$ cat src/rtl/fft_stage2_sdf_pkg.sv
// rtl/fft_stage2_sdf_pkg.sv - shared constants and state encoding for the final radix-2 SDF stage
package fft_stage2_sdf_pkg;

    localparam int FFT_FRAME_LEN = 32;
    localparam int STAGE2_IN_W   = 15;
    localparam int STAGE2_OUT_W  = 16;

    typedef logic [1:0] sdf_state_t;

    localparam sdf_state_t ST_IDLE = 2'd0;
    localparam sdf_state_t ST_HOLD = 2'd1;
    localparam sdf_state_t ST_EMIT = 2'd2;

    // Frame-position counter step with wrap at the last index of the frame.
    function automatic logic [4:0] idx_inc(input logic [4:0] v, input logic [4:0] last);
        return (v == last) ? 5'd0 : v + 5'd1;
    endfunction

endpackage

$ cat src/rtl/fft_stage2_sdf_bfly2.sv
// rtl/fft_stage2_sdf_bfly2.sv - combinational sign-extending radix-2 butterfly (twiddle = 1)
module bfly2
    import fft_stage2_sdf_pkg::*;
#(
    parameter int IN_W  = STAGE2_IN_W,
    parameter int OUT_W = STAGE2_OUT_W
) (
    input  logic signed [IN_W-1:0]  a_r,
    input  logic signed [IN_W-1:0]  a_i,
    input  logic signed [IN_W-1:0]  b_r,
    input  logic signed [IN_W-1:0]  b_i,
    output logic signed [OUT_W-1:0] sum_r,
    output logic signed [OUT_W-1:0] sum_i,
    output logic signed [OUT_W-1:0] diff_r,
    output logic signed [OUT_W-1:0] diff_i
);

    // One guard bit is enough: operands are extended before the add so nothing can wrap.
    always_comb begin
        sum_r  = OUT_W'(a_r) + OUT_W'(b_r);
        sum_i  = OUT_W'(a_i) + OUT_W'(b_i);
        diff_r = OUT_W'(a_r) - OUT_W'(b_r);
        diff_i = OUT_W'(a_i) - OUT_W'(b_i);
    end

endmodule

$ cat src/rtl/fft_stage2_sdf.sv
// rtl/fft_stage2_sdf.sv - final radix-2 single-path-delay-feedback stage of the 32-point DIF FFT
module fft_stage2_sdf
    import fft_stage2_sdf_pkg::*;
#(
    parameter int FRAME_LEN = FFT_FRAME_LEN,
    parameter int IN_W      = STAGE2_IN_W,
    parameter int OUT_W     = STAGE2_OUT_W
) (
    input  logic                    clk,
    input  logic                    rst_n,
    input  logic                    valid_i,
    input  logic signed [IN_W-1:0]  data_in_r,
    input  logic signed [IN_W-1:0]  data_in_i,
    output logic                    valid_o,
    output logic signed [OUT_W-1:0] data_out_r,
    output logic signed [OUT_W-1:0] data_out_i,
    output logic [4:0]              out_idx,
    output logic                    last_o
);

    localparam logic [4:0] LAST_IDX = 5'(FRAME_LEN - 1);

    sdf_state_t              state;
    logic signed [OUT_W-1:0] hold_r;
    logic signed [OUT_W-1:0] hold_i;
    logic [4:0]              in_cnt;
    logic [4:0]              next_idx;

    logic signed [OUT_W-1:0] sum_r;
    logic signed [OUT_W-1:0] sum_i;
    logic signed [OUT_W-1:0] diff_r;
    logic signed [OUT_W-1:0] diff_i;

    // In HOLD the register only ever contains a sign-extended input, so its low IN_W bits are the sample.
    bfly2 #(
        .IN_W  (IN_W),
        .OUT_W (OUT_W)
    ) u_bfly2 (
        .a_r    (hold_r[IN_W-1:0]),
        .a_i    (hold_i[IN_W-1:0]),
        .b_r    (data_in_r),
        .b_i    (data_in_i),
        .sum_r  (sum_r),
        .sum_i  (sum_i),
        .diff_r (diff_r),
        .diff_i (diff_i)
    );

    // Index of the next output: continue the running count if an output is already on the bus, else start at 0.
    always_comb begin
        next_idx = valid_o ? idx_inc(out_idx, LAST_IDX) : 5'd0;
    end

    // Pairing FSM: store the even sample, emit sum with the odd one, then emit the stored difference.
    always_ff @(posedge clk or negedge rst_n) begin
        if (!rst_n) begin
            state      <= ST_IDLE;
            hold_r     <= '0;
            hold_i     <= '0;
            in_cnt     <= '0;
            valid_o    <= 1'b0;
            data_out_r <= '0;
            data_out_i <= '0;
            out_idx    <= '0;
            last_o     <= 1'b0;
        end else begin
            case (state)
                ST_IDLE: begin
                    valid_o <= 1'b0;
                    last_o  <= 1'b0;
                    out_idx <= '0;
                    if (valid_i) begin
                        hold_r <= OUT_W'(data_in_r);
                        hold_i <= OUT_W'(data_in_i);
                        in_cnt <= 5'd1;
                        state  <= ST_HOLD;
                    end else begin
                        in_cnt <= '0;
                    end
                end
                ST_HOLD: begin
                    if (valid_i) begin
                        data_out_r <= sum_r;
                        data_out_i <= sum_i;
                        hold_r     <= diff_r;
                        hold_i     <= diff_i;
                        valid_o    <= 1'b1;
                        out_idx    <= next_idx;
                        last_o     <= (next_idx == LAST_IDX);
                        in_cnt     <= idx_inc(in_cnt, LAST_IDX);
                        state      <= ST_EMIT;
                    end else begin
                        // Gap inside a pair: the lone even sample has no partner and is dropped.
                        hold_r  <= '0;
                        hold_i  <= '0;
                        valid_o <= 1'b0;
                        last_o  <= 1'b0;
                        out_idx <= '0;
                        in_cnt  <= '0;
                        state   <= ST_IDLE;
                    end
                end
                ST_EMIT: begin
                    data_out_r <= hold_r;
                    data_out_i <= hold_i;
                    valid_o    <= 1'b1;
                    out_idx    <= next_idx;
                    last_o     <= (next_idx == LAST_IDX);
                    if (valid_i) begin
                        // Same edge drains the difference and captures the next even sample.
                        hold_r <= OUT_W'(data_in_r);
                        hold_i <= OUT_W'(data_in_i);
                        in_cnt <= idx_inc(in_cnt, LAST_IDX);
                        state  <= ST_HOLD;
                    end else begin
                        in_cnt <= '0;
                        state  <= ST_IDLE;
                    end
                end
                default: begin
                    valid_o <= 1'b0;
                    last_o  <= 1'b0;
                    out_idx <= '0;
                    in_cnt  <= '0;
                    state   <= ST_IDLE;
                end
            endcase
        end
    end

endmodule

$ cat config.mk
export PLATFORM = sky130hd
export DESIGN_NAME = fft_stage2_sdf
export DESIGN_NICKNAME = d
export VERILOG_FILES = /design/src/rtl/fft_stage2_sdf_pkg.sv /design/src/rtl/fft_stage2_sdf_bfly2.sv /design/src/rtl/fft_stage2_sdf.sv
export SDC_FILE = /design/constraint.sdc
export NUM_CORES = 1
export LEC_CHECK = 0
export BUFFER_PORTS_ARGS = -buffer_cell sky130_fd_sc_hd__buf_2
export CORE_ASPECT_RATIO = 0.75
export CORE_MARGIN = 3
export CORE_UTILIZATION = 59
export DETAILED_ROUTE_END_ITERATION = 10
export HOLD_SLACK_MARGIN = 0.03
export PLACE_DENSITY = 0.9
export SYNTH_ARGS = -nofsm -noshare
export SYNTH_HDL_FRONTEND = slang
export SYNTH_SLANG_ARGS = --single-unit
$ cat constraint.sdc
create_clock -name clk -period 6.1 [get_ports clk]
set_input_delay 1.22 -clock clk [delete_from_list [all_inputs] [get_ports clk]]
set_output_delay 1.22 -clock clk [all_outputs]
set_load 0.005 [all_outputs]
==> impl_metrics.toml <==
[outcome]
outcome = "complete, no violations"

[worst_setup_path]
path_cells = "inv_1, ha_2, buf_4, nor2_2, nand2_1, nand2_1, nand2_1, a21oi_1, a221o_1"
critPathMostFrequentCell = "nand2_1"
crit_path_end_kind = "flip-flop"
start_kind = "flip-flop"
required_ps = 6380
slowest_delay_ps = 710
crit_path_top_delay_cell = "nor2_2"
path_class = "reg2reg"
worstPathArrival_ps = 4140
path_max_fanout = 60

[sta]
rsz0062_at_grt = "false"
slew_violations = 0
fmax_ghz = 0.2589
max-slew-margin-rel = 0.3540
fin_crit_ps = 3862
tns_ps = 0
clock_skew_ps = 6.947
hold_viol_final = 0
layout_worst_path_cycle_share = 0.6331
setup_viol = 0
worstMarginPinSlew_ps = 969.0

[layout]
multi_input_area_sq_um = 3975
drive_above_1_share = 0.1522
final_area_sq_um = 6887
area_growth_pct = 10.61
regArea_sq_um = 1827
fillCellCount = 786
num_antenna_cells = 0
num-nets-final = 893
fin_cells = 927

[placed_design]
portBuffers = 71
place_area_sq_um = 6591
dp_hpwl_microns = 12740
gp_congestion = 0.9569
dp_cells = 911

[floorplan]
io_pins = 72
core_area_sq_um = 9968
die_h_microns = 94.96
start_util = 0.6246
die_area_sq_um = 11830
die_x_microns = 124.6
placementRows = 31

[synth]
synth.most_common_cell = "dfrtp_1"
yosysTopAreaCellShare = 0.2934
syn-cell-area_sq_um = 6226
synth_seq_cells = 73
yosys.area.top_type = "dfrtp_1"
synth_area_leaders = "dfrtp_1, ha_1, a21oi_1, o21ai_0, xnor2_1"
synthFlopType = "dfrtp_1"
synth_edf_count = 0
avgSynthCellArea_sq_um = 8.312
synth_cell_type_count = 77
yosys_warnings = 0
yosysSeqAreaShare = 0.2934
synthTopCellsByCount = "dfrtp_1, a21oi_1, ha_1, nor2_1, o21ai_0"
async_flop_share = 1.000
syn-instance-count = 749
synth_nets = 852

[route]
drtIter0Drc = 575
ant_nets = 0
drc = 0
vias = 5925
first_pass_iters = 6
wl_per_cell_microns = 19.04
wirelength_microns = 17650
viasPerCell = 6.392

[power]
vdd_drop_max_v = 0.0002683
powerDensity_nw_per_um2 = 588.2
leakage_nw = 3.296

[grt]
grt_util_all_layers = 0.2996
grt_pass1_vias = 5759
antenna_found_initial = 0
grt_max_degree = 74
grt_pass1_wl_microns = 28860
grt-ovfl-total = 0

[clock_tree]
cts.sink_count = 73
clockBufferDepth = 2
clockRootBuffer = "clkbuf_16"
clk-insertion-delay-late_ps = 340
cts_made_buffers = 9
htree_levels = 3
post_cts_resize_count = 0
cts_tree = "done"
hold_buffers = 0
cts_setup_buffers = 0
clkTransAtPathRegs_ps = 60

[worst_hold_path]
hold_class = "reg2reg"

[flow_run]
cap_violations = 0
## layout make-up
class | instances | area share
clock buffers | 9 | 0.03270
clock inverters | 7 | 0.01017
inverters | 63 | 0.03434
multi-input cells | 568 | 0.5772
flip-flops and latches | 73 | 0.2653
well taps | 132 | 0.02398
repair buffers | 75 | 0.05632
## state kept, by name, indices dropped and copies added, names as in the netlist
register / flops
data_out_i: 16
data_out_r: 16
hold_i: 16
hold_r: 16
last_o: 1
out_idx: 5
state: 2
valid_o: 1
## metrics by stage
stage / worst slack [ps] / util / total power [W] / hold WS, ps
2_1_floorplan: 2976 / - / 0.002770 / 473.3
3_3_place_gp: 2604 / 0.6612 / 0.003307 / 456.0
3_5_place_dp: 2446 / 0.6612 / 0.003430 / 466.4
4_1_cts: 2376 / 0.6909 / 0.003992 / 480.3
5_1_grt: 2023 / 0.6909 / 0.004360 / 502.2
6_report: 2238 / 0.6909 / 0.004051 / 469.6
## placed cells by master, fill, tap and decap left out, types with 11 or more instances in the layout
cell      synthesis  layout
dfrtp_1          73      73
buf_2            10      70
a21oi_1          69      67
nor2_1           66      66
o21ai_0          65      65
ha_1             66      65
inv_1            61      61
nand2_1          50      50
xnor2_1          34      34
nor3_1           19      19
nand3_1          16      16
nand2b_1         14      14
o22ai_1          13      13
xor2_1           11      11
mux2i_1          11      11
## kinds of logic after synthesis
family                     share of synthesized area
AOI/OAI and AO/OA                             0.2500
and+or+nand+nor                               0.1586
buffers and inverters                        0.06973
DFF                                           0.2934
adders and majority gates                     0.1455
xor gates and xnor gates                     0.06330
muxes                                        0.01949
## per-layer routing
layer  up-vias  global-route usage  routed length, microns
met4         0              0.1104                     528
li1       2711                   -                       -
met5         -                   0                       0
met2       339              0.4649                    7731
met1      2825              0.4150                    7653
met3        50             0.06444                    1736
## worst max-delay path: cells and delay by family, from the launching register on
kind / cells / cell delay [ps]
and+or+nand+nor: 4 / 2310
adders and majority gates: 1 / 180
DFF: 1 / 410
AOI/OAI and AO/OA: 2 / 450
buffers and inverters: 2 / 430
## report_power, final
group          switching, W  internal [W]  total [W]
registers          0.000193      0.000710   0.000903
logic               0.00157       0.00104    0.00261
clock network      0.000226      0.000317   0.000543
## final timing paths
check	slack [ps]	end	depth (start not counted)	from
worst max-delay path	2240	hold_r[11]	9	state[0]
worst min-delay path	470	data_out_r[2]	2	data_out_r[2]
max in group asynchronous	4430	data_out_i[15]	1	rst_n
worst max register to register	2240	hold_r[11]	9	state[0]
worst min register to register	470	data_out_r[2]	2	data_out_r[2]
min in group asynchronous	1020	data_out_i[5]	1	rst_n
Power figures use the tool's default switching activity.
